===== config.mk =====
export PLATFORM = sky130hd
export DESIGN_NAME = sdram_arbiter_flat
export DESIGN_NICKNAME = d
export VERILOG_FILES = /design/src/rtl/sdram_arbiter_if.sv /design/src/rtl/sdram_arbiter.sv /design/src/flat_wrapper.sv
export SDC_FILE = /design/constraint.sdc
export NUM_CORES = 1
export LEC_CHECK = 0
export ABC_AREA = 1
export BUFFER_PORTS_ARGS = -buffer_cell sky130_fd_sc_hd__clkbuf_2
export CAP_MARGIN = 40
export CORE_MARGIN = 8
export CORE_UTILIZATION = 40
export DETAILED_ROUTE_END_ITERATION = 10
export GPL_ROUTABILITY_DRIVEN = 0
export GPL_TIMING_DRIVEN = 0
export MAX_ROUTING_LAYER = met4
export PLACE_DENSITY = 0.68
export SETUP_SLACK_MARGIN = 0.3
export SKIP_CTS_REPAIR_TIMING = 1
export SYNTH_ARGS = -nofsm -noshare
export SYNTH_HDL_FRONTEND = slang
export SYNTH_SLANG_ARGS = --single-unit

===== constraint.sdc =====
create_clock -name clk -period 1.35 [get_ports clk]
set_input_delay 0.0675 -clock clk [delete_from_list [all_inputs] [get_ports clk]]
set_output_delay 0.0675 -clock clk [all_outputs]
set_load 0.02 [all_outputs]

===== src/rtl/sdram_arbiter_if.sv =====
// Command/handshake bundle shared by the two requesters, the arbiter and the SDRAM controller.
// The arbiter connects through the master modport; the requester/controller side uses slave.
interface sdram_arbiter_if #(
  parameter int AW = 27,
  parameter int DW = 16
);
  logic          a_req;
  logic          a_rwn;
  logic [AW-1:0] a_addr;
  logic [DW-1:0] a_wdata;
  logic          a_done;
  logic [DW-1:0] a_rdata;

  logic          b_req;
  logic          b_rwn;
  logic [AW-1:0] b_addr;
  logic [DW-1:0] b_wdata;
  logic          b_done;
  logic [DW-1:0] b_rdata;

  logic          sd_init_done;
  logic          sd_busy;
  logic          sd_ack;
  logic          sd_data_valid;
  logic          sd_write_done;
  logic [DW-1:0] sd_rdata;
  logic          sd_adv;
  logic          sd_rwn;
  logic [AW-1:0] sd_addr;
  logic [DW-1:0] sd_wdata;

  logic          owner;
  logic          arb_busy;

  modport master (
    input  a_req, a_rwn, a_addr, a_wdata,
    input  b_req, b_rwn, b_addr, b_wdata,
    input  sd_init_done, sd_busy, sd_ack, sd_data_valid, sd_write_done, sd_rdata,
    output a_done, a_rdata, b_done, b_rdata,
    output sd_adv, sd_rwn, sd_addr, sd_wdata,
    output owner, arb_busy
  );

  modport slave (
    output a_req, a_rwn, a_addr, a_wdata,
    output b_req, b_rwn, b_addr, b_wdata,
    output sd_init_done, sd_busy, sd_ack, sd_data_valid, sd_write_done, sd_rdata,
    input  a_done, a_rdata, b_done, b_rdata,
    input  sd_adv, sd_rwn, sd_addr, sd_wdata,
    input  owner, arb_busy
  );
endinterface


===== src/rtl/sdram_arbiter.sv =====
// Two-port arbiter/sequencer in front of sdram_controller (port A = FSMC bridge, port B = DMA).
// Define SDRAM_ARB_RR_EN for round-robin on ties; otherwise port A has fixed priority.
module sdram_arbiter #(
  parameter int AW = 27,
  parameter int DW = 16
) (
  input  logic            clk,
  input  logic            nrst,
  sdram_arbiter_if.master bus
);
  typedef enum logic [1:0] {IDLE, ISSUE, WAIT_RD, WAIT_WR} state_t;

  state_t        state_q, state_d;
  logic          sd_adv_q, sd_adv_d;
  logic          sd_rwn_q, sd_rwn_d;
  logic [AW-1:0] sd_addr_q, sd_addr_d;
  logic [DW-1:0] sd_wdata_q, sd_wdata_d;
  logic          owner_q, owner_d;
  logic          arb_busy_q, arb_busy_d;
  logic          a_done_q, a_done_d;
  logic          b_done_q, b_done_d;
  logic [DW-1:0] a_rdata_q, a_rdata_d;
  logic [DW-1:0] b_rdata_q, b_rdata_d;

  logic ctrl_ready;
  logic any_req;
  logic grant_b;
  logic cmd_done;

  always_comb begin
    ctrl_ready = bus.sd_init_done & ~bus.sd_busy;
    any_req    = bus.a_req | bus.b_req;
`ifdef SDRAM_ARB_RR_EN
    // On a tie the port that did not own the last operation wins; owner resets to A.
    grant_b    = bus.b_req & (~bus.a_req | ~owner_q);
`else
    grant_b    = ~bus.a_req;
`endif
  end

  always_comb begin
    state_d    = state_q;
    sd_adv_d   = sd_adv_q;
    sd_rwn_d   = sd_rwn_q;
    sd_addr_d  = sd_addr_q;
    sd_wdata_d = sd_wdata_q;
    owner_d    = owner_q;
    a_rdata_d  = a_rdata_q;
    b_rdata_d  = b_rdata_q;
    a_done_d   = 1'b0;
    b_done_d   = 1'b0;
    cmd_done   = 1'b0;

    case (state_q)
      IDLE: begin
        if (ctrl_ready && any_req) begin
          owner_d    = grant_b;
          sd_rwn_d   = grant_b ? bus.b_rwn   : bus.a_rwn;
          sd_addr_d  = grant_b ? bus.b_addr  : bus.a_addr;
          sd_wdata_d = grant_b ? bus.b_wdata : bus.a_wdata;
          sd_adv_d   = 1'b1;
          state_d    = ISSUE;
        end
      end
      ISSUE: begin
        if (bus.sd_ack) begin
          sd_adv_d = 1'b0;
          // A controller may finish in the very cycle it acknowledges.
          if (sd_rwn_q ? bus.sd_data_valid : bus.sd_write_done) begin
            cmd_done = 1'b1;
          end else begin
            state_d = sd_rwn_q ? WAIT_RD : WAIT_WR;
          end
        end
      end
      WAIT_RD: cmd_done = bus.sd_data_valid;
      WAIT_WR: cmd_done = bus.sd_write_done;
      default: state_d = IDLE;
    endcase

    if (cmd_done) begin
      state_d  = IDLE;
      a_done_d = ~owner_q;
      b_done_d = owner_q;
      if (sd_rwn_q) begin
        if (owner_q) begin
          b_rdata_d = bus.sd_rdata;
        end else begin
          a_rdata_d = bus.sd_rdata;
        end
      end
    end

    arb_busy_d = (state_d != IDLE);
  end

  always_ff @(posedge clk) begin
    if (!nrst) begin
      state_q    <= IDLE;
      sd_adv_q   <= 1'b0;
      sd_rwn_q   <= 1'b0;
      sd_addr_q  <= '0;
      sd_wdata_q <= '0;
      owner_q    <= 1'b0;
      arb_busy_q <= 1'b0;
      a_done_q   <= 1'b0;
      b_done_q   <= 1'b0;
      a_rdata_q  <= '0;
      b_rdata_q  <= '0;
    end else begin
      state_q    <= state_d;
      sd_adv_q   <= sd_adv_d;
      sd_rwn_q   <= sd_rwn_d;
      sd_addr_q  <= sd_addr_d;
      sd_wdata_q <= sd_wdata_d;
      owner_q    <= owner_d;
      arb_busy_q <= arb_busy_d;
      a_done_q   <= a_done_d;
      b_done_q   <= b_done_d;
      a_rdata_q  <= a_rdata_d;
      b_rdata_q  <= b_rdata_d;
    end
  end

  assign bus.sd_adv   = sd_adv_q;
  assign bus.sd_rwn   = sd_rwn_q;
  assign bus.sd_addr  = sd_addr_q;
  assign bus.sd_wdata = sd_wdata_q;
  assign bus.owner    = owner_q;
  assign bus.arb_busy = arb_busy_q;
  assign bus.a_done   = a_done_q;
  assign bus.b_done   = b_done_q;
  assign bus.a_rdata  = a_rdata_q;
  assign bus.b_rdata  = b_rdata_q;
endmodule


===== src/flat_wrapper.sv =====
// flat-port wrapper written by rule: the top's interface ports become plain ports
module sdram_arbiter_flat 
#(
  parameter int AW = 27,
  parameter int DW = 16
)
  (clk, nrst, bus_a_req, bus_a_rwn, bus_a_addr, bus_a_wdata, bus_b_req, bus_b_rwn, bus_b_addr, bus_b_wdata, bus_sd_init_done, bus_sd_busy, bus_sd_ack, bus_sd_data_valid, bus_sd_write_done, bus_sd_rdata, bus_a_done, bus_a_rdata, bus_b_done, bus_b_rdata, bus_sd_adv, bus_sd_rwn, bus_sd_addr, bus_sd_wdata, bus_owner, bus_arb_busy);
  sdram_arbiter_if #(.AW(AW), .DW(DW)) bus_i ();
  input  logic clk;
  input  logic nrst;
  input wire logic [$bits(bus_i.a_req)-1:0] bus_a_req;
  input wire logic [$bits(bus_i.a_rwn)-1:0] bus_a_rwn;
  input wire logic [$bits(bus_i.a_addr)-1:0] bus_a_addr;
  input wire logic [$bits(bus_i.a_wdata)-1:0] bus_a_wdata;
  input wire logic [$bits(bus_i.b_req)-1:0] bus_b_req;
  input wire logic [$bits(bus_i.b_rwn)-1:0] bus_b_rwn;
  input wire logic [$bits(bus_i.b_addr)-1:0] bus_b_addr;
  input wire logic [$bits(bus_i.b_wdata)-1:0] bus_b_wdata;
  input wire logic [$bits(bus_i.sd_init_done)-1:0] bus_sd_init_done;
  input wire logic [$bits(bus_i.sd_busy)-1:0] bus_sd_busy;
  input wire logic [$bits(bus_i.sd_ack)-1:0] bus_sd_ack;
  input wire logic [$bits(bus_i.sd_data_valid)-1:0] bus_sd_data_valid;
  input wire logic [$bits(bus_i.sd_write_done)-1:0] bus_sd_write_done;
  input wire logic [$bits(bus_i.sd_rdata)-1:0] bus_sd_rdata;
  output wire logic [$bits(bus_i.a_done)-1:0] bus_a_done;
  output wire logic [$bits(bus_i.a_rdata)-1:0] bus_a_rdata;
  output wire logic [$bits(bus_i.b_done)-1:0] bus_b_done;
  output wire logic [$bits(bus_i.b_rdata)-1:0] bus_b_rdata;
  output wire logic [$bits(bus_i.sd_adv)-1:0] bus_sd_adv;
  output wire logic [$bits(bus_i.sd_rwn)-1:0] bus_sd_rwn;
  output wire logic [$bits(bus_i.sd_addr)-1:0] bus_sd_addr;
  output wire logic [$bits(bus_i.sd_wdata)-1:0] bus_sd_wdata;
  output wire logic [$bits(bus_i.owner)-1:0] bus_owner;
  output wire logic [$bits(bus_i.arb_busy)-1:0] bus_arb_busy;
  assign bus_i.a_req = bus_a_req;
  assign bus_i.a_rwn = bus_a_rwn;
  assign bus_i.a_addr = bus_a_addr;
  assign bus_i.a_wdata = bus_a_wdata;
  assign bus_i.b_req = bus_b_req;
  assign bus_i.b_rwn = bus_b_rwn;
  assign bus_i.b_addr = bus_b_addr;
  assign bus_i.b_wdata = bus_b_wdata;
  assign bus_i.sd_init_done = bus_sd_init_done;
  assign bus_i.sd_busy = bus_sd_busy;
  assign bus_i.sd_ack = bus_sd_ack;
  assign bus_i.sd_data_valid = bus_sd_data_valid;
  assign bus_i.sd_write_done = bus_sd_write_done;
  assign bus_i.sd_rdata = bus_sd_rdata;
  assign bus_a_done = bus_i.a_done;
  assign bus_a_rdata = bus_i.a_rdata;
  assign bus_b_done = bus_i.b_done;
  assign bus_b_rdata = bus_i.b_rdata;
  assign bus_sd_adv = bus_i.sd_adv;
  assign bus_sd_rwn = bus_i.sd_rwn;
  assign bus_sd_addr = bus_i.sd_addr;
  assign bus_sd_wdata = bus_i.sd_wdata;
  assign bus_owner = bus_i.owner;
  assign bus_arb_busy = bus_i.arb_busy;
  sdram_arbiter #(.AW(AW), .DW(DW)) u_core (.clk(clk), .nrst(nrst), .bus(bus_i));
endmodule

==> flow_metrics.tcl, run 1 <==
set metrics [dict create \
    finalHoldViolCount 0 \
    synthMostInstantiatedCell "sky130_fd_sc_hd__nand2_1" \
    grt_first_pass_wirelength_um 20300 \
    layout_min_cycle_time_ns 1.31 \
    status "finished, final reports clean" \
    sum_neg_setup_slack_ns 0 \
    grt.overflow.total 0 \
    num_io_pins 194 \
    synthToLayoutAreaGrowth_pct 44.6 \
    primary_flip_flop_cell_chosen_by_synthesis_mapping "sky130_fd_sc_hd__dfxtp_1" \
    cts-buffers-inserted 9 \
    power.sequential.fraction 0.443 \
    worst-path-max-fanout 6 \
    final_ws_setup_ns 0.0407 \
    fillerInstances 947 \
    num-nets-final 898 \
    rows 36 \
    report.final.slew_viol_count 0 \
    multi_input_area_um2 1980 \
    max_freq_mhz 764 \
    asyncSetResetFlopFracSynth 0 \
    path_clk_slew_ns 0.09 \
    share_clk_of_total_power 0.361 \
    crit_slowest_cell "sky130_fd_sc_hd__dfxtp_4" \
    synth_fp_nets 691 \
    yosys-top-cells-area "sky130_fd_sc_hd__dfxtp_1, sky130_fd_sc_hd__nand2_1, sky130_fd_sc_hd__a21oi_1, sky130_fd_sc_hd__inv_1, sky130_fd_sc_hd__o21ai_0" \
    min_path_type "input pin to flip-flop" \
    cts_tree "yes" \
    yosys-top-cells-count "sky130_fd_sc_hd__nand2_1, sky130_fd_sc_hd__dfxtp_1, sky130_fd_sc_hd__a21oi_1" \
    htreeDepth 3 \
    p_int_uw 4300 \
    measured_slew_at_the_worst_slew_check_pin_ns 0.553 \
    synth_warnings 0 \
    die_w_um 115 \
    gr-usage-all-layers 0.196 \
    design.die.area_um2 13300 \
    slew_headroom 0.632 \
    synth_top_area_cell "sky130_fd_sc_hd__dfxtp_1" \
    grt_pass1_vias 4482 \
    fp.coreArea_um2 9640 \
    critPathCaptureType "flip-flop" \
    maximum_number_of_pins_on_one_net_before_global_route_repair 14 \
    setup_violations 0 \
    rsz_0062_raised_after_global_routing "yes" \
    p_sw_uw 1650 \
    timing.critical_path.cells "inv_2, nand2_2, nor2_4, nand2_2, nand2_4, buf_12, clkbuf_16, nand3_2, nand2_1, nor2_1" \
    netlist_area_um2 3930 \
    power.density_nw_per_um2 1050 \
    post_dp_cell_area_um2 5130 \
    number_of_unique_standard_cell_types_used_by_synthesis 22 \
    vias_per_cell 4.74 \
    dpl.hpwl_um 10500 \
    timing.critical_path.from_type "flip-flop" \
    synth_edf_count 0 \
    irDropWorstVdd_mv 0.524 \
    numClockSinks 83 \
    fraction_of_layout_instances_using_a_drive_strength_above_1 0.410 \
    drt-total-wl_um 13100 \
    root_buffer_cell "sky130_fd_sc_hd__clkbuf_8" \
    dp_worst_setup_slack_ns 0.0162 \
    drt_iter0_drc 191 \
    synthesis.instances 578 \
    drt_first_pass_iters 5 \
    initial_cell_density_of_the_core 0.408 \
    timing.final.crit_share 0.970 \
    worstSkewPairLatency_ns 0.35 \
    finClkSkew_ns 0.0129 \
    drc_violations 0 \
    path_class "flip-flop to flip-flop" \
    vias 4374 \
    netSwitchingFraction 0.277 \
    crit_top_cell "sky130_fd_sc_hd__nand2_2" \
    io_buffer_count 191 \
    drtAntennaViolNets 0 \
    worst-endpoint-arrival_ns 1.55 \
    clock_path_buffers 2 \
    required_time_of_the_worst_setup_path_ns 1.59 \
    antenna_cells_inserted 0 \
    final-seq-area_um2 1680 \
    avgSynthCellArea_um2 6.81 \
    crit_path_max_incr_delay_ns 0.37 \
    leakage_uw 0.00285 \
    share_of_the_yosys_chip_area_belonging_to_registers 0.422 \
    synth_largest_type_area_fraction 0.422 \
    wl_per_cell_um 14.2 \
    share_comb_of_total_power 0.196 \
    fp.dieH_um 115 \
    antenna_found_initial 0 \
    yosys_register_bits 83 \
    layout.cell_area.non_filler_um2 5690 \
    drv.max_cap_violation_count 0 \
]
[routing by layer]
layer	vias to the layer above	share of wire	track usage
met5	-	0	-
met4	0	0.0095	0.0569
met3	12	0.082	0.0625
met2	171	0.49	0.333
met1	1971	0.42	0.216
li1	2220	-	-
[power by group through the flow]
stage                     clock [uW]  sequential [uW]  combinational, uW
after global routing            2280             2650               1290
after detailed placement           0             2700               1070
after CTS                       2200             2640               1070
final                           2150             2640               1170
after global placement             0             2690               1050
after floorplan                    0             2820                506
[worst paths after layout]
kind                                        from                                  end  slack (ns)  cells after the start
max                 u_core.state_q[1]$_SDFF_PN0_   u_core.bus.b_rdata[1]$_SDFFE_PN0P_        0.04                     10
min                                   bus_sd_ack       u_core.bus.sd_adv$_SDFFE_PN0P_        0.06                      4
max reg2reg         u_core.state_q[1]$_SDFF_PN0_   u_core.bus.b_rdata[1]$_SDFFE_PN0P_        0.04                     10
min reg2reg  u_core.bus.sd_wdata[2]$_SDFFE_PN0P_  u_core.bus.sd_wdata[2]$_SDFFE_PN0P_        0.45                      2
[kinds of logic after synthesis]
group                  after synthesis  share of synthesized area
AO/OA/AOI/OAI                      127                      0.173
buffers and inverters              112                      0.132
flip-flops                          83                      0.422
AND/OR/NAND/NOR                    256                      0.272
[stage by stage]
step / total power (uW) / hold slack [ns] / cells / utilization
6_report: 5960 / 0.0574 / 923 / 0.590
3_5_place_dp: 3760 / 0.416 / 902 / 0.532
3_3_place_gp: 3740 / 0.410 / 902 / 0.532
5_1_grt: 6230 / 0.0783 / 923 / 0.590
2_1_floorplan: 3330 / 0.262 / 578 / -
4_1_cts: 5910 / 0.0416 / 918 / 0.557
[layout make-up]
class                      instances  share of cell area
timing repair buffer             196               0.182
inverter                          71              0.0469
buffer                            41              0.0570
clock buffer                      12              0.0255
tap                              133              0.0293
multi-input combinational        383               0.348
clock inverter                     4              0.0172
sequential                        83               0.295
[placed cells by master, fill, tap and decap left out, types with 9 or more instances in the layout]
cell and instances:
sky130_fd_sc_hd__clkbuf_8 10, sky130_fd_sc_hd__a21oi_2 34, sky130_fd_sc_hd__buf_2 13, sky130_fd_sc_hd__nor2_1 35, sky130_fd_sc_hd__buf_6 9, sky130_fd_sc_hd__nand3_1 26
sky130_fd_sc_hd__dfxtp_1 79, sky130_fd_sc_hd__clkbuf_1 11, sky130_fd_sc_hd__o21ai_1 26, sky130_fd_sc_hd__nand2_1 170, sky130_fd_sc_hd__inv_1 67, sky130_fd_sc_hd__o21ai_0 10
sky130_fd_sc_hd__a21oi_1 42, sky130_fd_sc_hd__o21ai_2 10, sky130_fd_sc_hd__clkbuf_2 190
[critical path: cells and delay by family (launching register included)]
| kind | cells | cell delay, ns |
|---|---|---|
| flops | 1 | 0.37 |
| simple gates | 7 | 0.48 |
| buf+inv | 3 | 0.35 |
[sequential cells by signal, indices dropped and copies added (netlist names)]
register             flops
u_core.bus.sd_adv        1
u_core.bus.sd_wdata     16
u_core.bus.a_rdata      16
u_core.bus.a_done        1
u_core.state_q           2
u_core.bus.arb_busy      1
u_core.bus.sd_rwn        1
u_core.bus.owner         1
u_core.bus.sd_addr      27
u_core.bus.b_rdata      16
u_core.bus.b_done        1
Note: power is estimated with default switching activity, not from simulation.
==> inputs of run 2 (changes only) <==
PLACE_DENSITY = 0.71   (was 0.68)
==> flow_metrics.tcl, run 2 (synthesis gave the netlist of run 1 again) <==
set metrics [dict create \
    num_io_pins 194 \
    maximum_number_of_pins_on_one_net_before_global_route_repair 14 \
    post_layout_utilization_of_the_core 0.591 \
    grt_pass1_vias 4465 \
    finClkSkew_ns 0.00695 \
    worstSkewPairLatency_ns 0.35 \
    worst-path-max-fanout 7 \
    initial_cell_density_of_the_core 0.408 \
    timing.final.crit_share 0.975 \
    post_dp_cell_area_um2 5130 \
    required_time_of_the_worst_setup_path_ns 1.60 \
    die_w_um 115 \
    grt.overflow.total 0 \
    gr-usage-all-layers 0.198 \
    measured_slew_at_the_worst_slew_check_pin_ns 0.646 \
    design.die.area_um2 13300 \
    rows 36 \
    grt_first_pass_wirelength_um 20300 \
    path_class "flip-flop to flip-flop" \
    vias 4372 \
    io_buffer_count 191 \
    layout_commonest_cell "sky130_fd_sc_hd__clkbuf_2" \
    fraction_of_layout_instances_using_a_drive_strength_above_1 0.428 \
    worstHoldStart "bus_sd_rdata[14]" \
    final_ws_setup_ns 0.0343 \
    layout.cells.most_common_list "sky130_fd_sc_hd__clkbuf_2, sky130_fd_sc_hd__nand2_1, sky130_fd_sc_hd__dfxtp_1" \
    cts_tree "yes" \
    vias_per_cell 4.73 \
    drc_violations 0 \
    sum_neg_setup_slack_ns 0 \
    setup_violations 0 \
    antenna_cells_inserted 0 \
    fp.coreArea_um2 9640 \
    drt-total-wl_um 13500 \
    slew_headroom 0.570 \
    antenna_found_initial 0 \
    timing.rr.start "u_core.state_q[0]$_SDFF_PN0_" \
    rsz_0062_raised_after_global_routing "yes" \
    root_buffer_cell "sky130_fd_sc_hd__clkbuf_8" \
    num-nets-final 900 \
    dp_worst_setup_slack_ns -0.0175 \
    layout_min_cycle_time_ns 1.32 \
    fillerInstances 938 \
    drtAntennaViolNets 0 \
    power.density_nw_per_um2 972 \
    irDropWorstVdd_mv 0.405 \
    dpl.hpwl_um 10600 \
    numClockSinks 83 \
    drt_first_pass_iters 4 \
    min_path_type "input pin to flip-flop" \
    finalHoldViolCount 0 \
    fin_cells 925 \
    cts-buffers-inserted 9 \
    report.final.slew_viol_count 0 \
    path_clk_slew_ns 0.08 \
    fp.dieH_um 115 \
    clock_path_buffers 2 \
    synthToLayoutAreaGrowth_pct 44.8 \
    drt_iter0_drc 185 \
    max_freq_mhz 760 \
    critical_path_source "u_core.state_q[0]$_SDFF_PN0_" \
    htreeDepth 3 \
    timing.critical_path.from_type "flip-flop" \
    drv.max_cap_violation_count 0 \
    status "finished, final reports clean" \
    critPathCaptureType "flip-flop" \
    numPlacedInstances 902 \
    largest_register_ff_count 27 \
    worst-endpoint-arrival_ns 1.56 \
    wl_per_cell_um 14.5 \
    layout.cell_area.non_filler_um2 5700 \
    leakage_uw 0.00287 \
]
[run 2: cell types whose count changed in the layout (fill, tap and decap cells not counted), sizes merged]
cell / previous run / this run
buf: 33 / 34
bufinv: 3 / 0
clkbuf: 216 / 217
clkinv: 0 / 3
[run 2: critical path, cell delays in order (launching register included)]
cell and delay, ns:
sky130_fd_sc_hd__dfxtp_4 0.37, sky130_fd_sc_hd__inv_2 0.06, sky130_fd_sc_hd__nand3_1 0.09, sky130_fd_sc_hd__nand2_2 0.10, sky130_fd_sc_hd__inv_2 0.05, sky130_fd_sc_hd__nand2_4 0.10
sky130_fd_sc_hd__buf_12 0.15, sky130_fd_sc_hd__buf_12 0.12, sky130_fd_sc_hd__nand3_2 0.06, sky130_fd_sc_hd__nand2_1 0.08, sky130_fd_sc_hd__nor2_1 0.04
[run 2: power breakdown]
group	switching [uW]	total, uW	internal (uW)
combinational	724	1200	473
clock	879	1700	822
sequential	78.3	2640	2560
total	1680	5540	3860
[run 2: worst paths after layout]
kind	end	slack, ns	cells after the start
worst min register to register	u_core.bus.sd_addr[8]$_SDFFE_PN0P_	0.45	2
worst min-delay path	u_core.bus.a_rdata[14]$_SDFFE_PN0P_	0.05	5
worst max register to register	u_core.bus.b_rdata[0]$_SDFFE_PN0P_	0.03	10
worst max-delay path	u_core.bus.b_rdata[0]$_SDFFE_PN0P_	0.03	10
[run 2: layout make-up]
type	count	area, um2	area share
timing repair buffer	198	1070	0.187
sequential	83	1680	0.294
tap	133	166	0.0292
buffer	41	328	0.0575
multi-input combinational	383	2000	0.352
clock buffer	12	166	0.0292
clock inverter	4	22.5	0.00395
inverter	71	267	0.0468
[run 2: metrics by stage]
| stage | hold slack [ns] | total power [uW] |
|---|---|---|
| after global routing | 0.0664 | 5810 |
| after CTS | 0.0268 | 5440 |
| after floorplan | 0.262 | 3330 |
| final | 0.0453 | 5540 |
| after global placement | 0.403 | 3740 |
| after detailed placement | 0.402 | 3760 |
[run 2: layer usage]
metal / track usage / vias to the layer above / wire, um
li1: - / 2220 / -
met1: 0.212 / 1965 / 5470
met2: 0.337 / 167 / 6620
met3: 0.0646 / 20 / 1140
met4: 0.0657 / 0 / 223
met5: - / - / 0
==> inputs of run 3 (changes only) <==
clock period = 1.3 ns   (was 1.35 ns; I/O delays follow)
==> flow_metrics.tcl, run 3 (synthesis gave the netlist of run 1 again) <==
set metrics [dict create \
    dpl.hpwl_um 10500 \
    path_class "flip-flop to flip-flop" \
    p_int_uw 4140 \
    largest_register_ff_count 27 \
    numClockSinks 83 \
    report.final.slew_viol_count 0 \
    timing.critical_path.cells "inv_2, nand2_2, nor2_4, nand2_2, nand2_4, buf_12, clkbuf_16, nand3_2, nand2_1, nor2_1" \
    slew_headroom 0.661 \
    setup_violations 8 \
    worstPathBufferInverterCount 3 \
    drt_iter0_drc 186 \
    crit_top_cell "sky130_fd_sc_hd__nand2_2" \
    antenna_cells_inserted 0 \
    power.density_nw_per_um2 1030 \
    crit_path_max_incr_delay_ns 0.37 \
    multi_input_area_um2 1950 \
    root_buffer_cell "sky130_fd_sc_hd__clkbuf_8" \
    min_path_type "input pin to flip-flop" \
    grt.overflow.total 0 \
    p_sw_uw 1720 \
    status "complete, but fails checks" \
    irDropWorstVdd_mv 0.432 \
    timing.final.crit_share 1.02 \
    worstSkewPairLatency_ns 0.36 \
    num_io_pins 194 \
    max_freq_mhz 754 \
    drv.max_cap_violation_count 0 \
    totalPowerFinal_uw 5860 \
    post_dp_cell_area_um2 5140 \
    share_clk_of_total_power 0.325 \
    measured_slew_at_the_worst_slew_check_pin_ns 0.509 \
    antenna_found_initial 0 \
    failing_checks "setup timing" \
    htreeDepth 3 \
    rsz_0062_raised_after_global_routing "yes" \
    drtAntennaViolNets 0 \
    num-nets-final 900 \
    register_to_register_path_depth 10 \
    power.sequential.fraction 0.467 \
    maximum_number_of_pins_on_one_net_before_global_route_repair 14 \
    cts-buffers-inserted 9 \
    critPathCaptureType "flip-flop" \
    layout.cell_area.non_filler_um2 5680 \
    worst-endpoint-arrival_ns 1.58 \
    finClkSkew_ns 0.00786 \
    path_delay_family "simple AND/OR/NAND/NOR gates" \
    fp.dieH_um 115 \
    fp.coreArea_um2 9640 \
    fillerInstances 957 \
    worst-path-max-fanout 7 \
    io_buffer_count 191 \
    drc_violations 0 \
    vias_per_cell 4.71 \
    min_path_cells 4 \
    share_comb_of_total_power 0.208 \
    crit_slowest_cell "sky130_fd_sc_hd__dfxtp_4" \
    post_layout_utilization_of_the_core 0.590 \
    timing.critical_path.from_type "flip-flop" \
    die_w_um 115 \
    final-seq-area_um2 1680 \
    fraction_of_layout_instances_using_a_drive_strength_above_1 0.409 \
    vias 4361 \
    leakage_uw 0.00288 \
    layout_min_cycle_time_ns 1.33 \
    initial_cell_density_of_the_core 0.408 \
    layout_commonest_cell "sky130_fd_sc_hd__nand2_1" \
    worst-path-stages 10 \
    dp_worst_setup_slack_ns -0.0539 \
    synthToLayoutAreaGrowth_pct 44.5 \
    netSwitchingFraction 0.294 \
    path_clk_slew_ns 0.08 \
    holdWs_ns 0.0429 \
    final_ws_setup_ns -0.0267 \
    design.die.area_um2 13300 \
    finalHoldViolCount 0 \
    drt_first_pass_iters 4 \
    rows 36 \
    grt_first_pass_wirelength_um 20700 \
    gr-usage-all-layers 0.202 \
    drt-total-wl_um 13300 \
    required_time_of_the_worst_setup_path_ns 1.55 \
    grt_pass1_vias 4426 \
    cts_tree "yes" \
    wl_per_cell_um 14.4 \
    layout.cells.most_common_list "sky130_fd_sc_hd__nand2_1, sky130_fd_sc_hd__clkbuf_2, sky130_fd_sc_hd__dfxtp_1" \
    clock_path_buffers 2 \
]
[run 3: cell types whose count changed in the layout (fill, tap and decap cells not counted), sizes merged]
| cell | change |
|---|---|
| buf | +16 |
| clkbuf | -17 |
| clkinv | +1 |
| clkinvlp | -1 |
| bufinv | +1 |
[run 3: final cells by class]
cell class,instances,area share
plain buffers,41,0.0575
clock buffers,11,0.0269
clock inverters,5,0.00881
inverters,71,0.0473
multi-input cells,383,0.342
flip-flops and latches,83,0.295
well taps,133,0.0293
repair buffers,198,0.192
[run 3: worst register-to-register path, stage by stage, from the launching register on]
cell,delay (ns)
sky130_fd_sc_hd__dfxtp_4,0.37
sky130_fd_sc_hd__inv_2,0.06
sky130_fd_sc_hd__nand2_2,0.06
sky130_fd_sc_hd__nor2_4,0.12
sky130_fd_sc_hd__nand2_2,0.07
sky130_fd_sc_hd__nand2_4,0.10
sky130_fd_sc_hd__buf_12,0.15
sky130_fd_sc_hd__clkbuf_16,0.15
sky130_fd_sc_hd__nand3_2,0.05
sky130_fd_sc_hd__nand2_1,0.06
sky130_fd_sc_hd__nor2_1,0.04
[run 3: power groups by stage]
stage	Clock [uW]	Combinational (uW)	Sequential, uW
after floorplan	0	529	2930
after global placement	0	1090	2790
after detailed placement	0	1110	2800
after CTS	1940	1110	2740
after global routing	2050	1340	2760
final	1900	1220	2740
[run 3: final timing paths]
path	slack, ns	endpoint	startpoint
setup reg to reg	-0.03	u_core.bus.a_rdata[13]$_SDFFE_PN0P_	u_core.state_q[1]$_SDFF_PN0_
hold reg to reg	0.45	u_core.bus.sd_wdata[11]$_SDFFE_PN0P_	u_core.bus.sd_wdata[11]$_SDFFE_PN0P_
hold / removal	0.04	u_core.bus.sd_adv$_SDFFE_PN0P_	bus_sd_ack
setup / recovery	-0.03	u_core.bus.a_rdata[13]$_SDFFE_PN0P_	u_core.state_q[1]$_SDFF_PN0_
[run 3: per-stage QoR]
stage / TNS (ns) / std cells
floorplan: 0 / 578
global placement: -0.101 / 902
detailed placement: -0.160 / 902
CTS: -0.524 / 918
global route: -2.64 / 925
finish: -0.127 / 925
[run 3: metal layers]
layer | vias to the layer above | wire [um] | track usage | share of wire
met5 | - | 0 | - | 0
met4 | 0 | 211 | 0.0727 | 0.016
met3 | 16 | 1040 | 0.0494 | 0.079
met2 | 171 | 6490 | 0.342 | 0.49
met1 | 1948 | 5530 | 0.226 | 0.42
li1 | 2226 | - | - | -
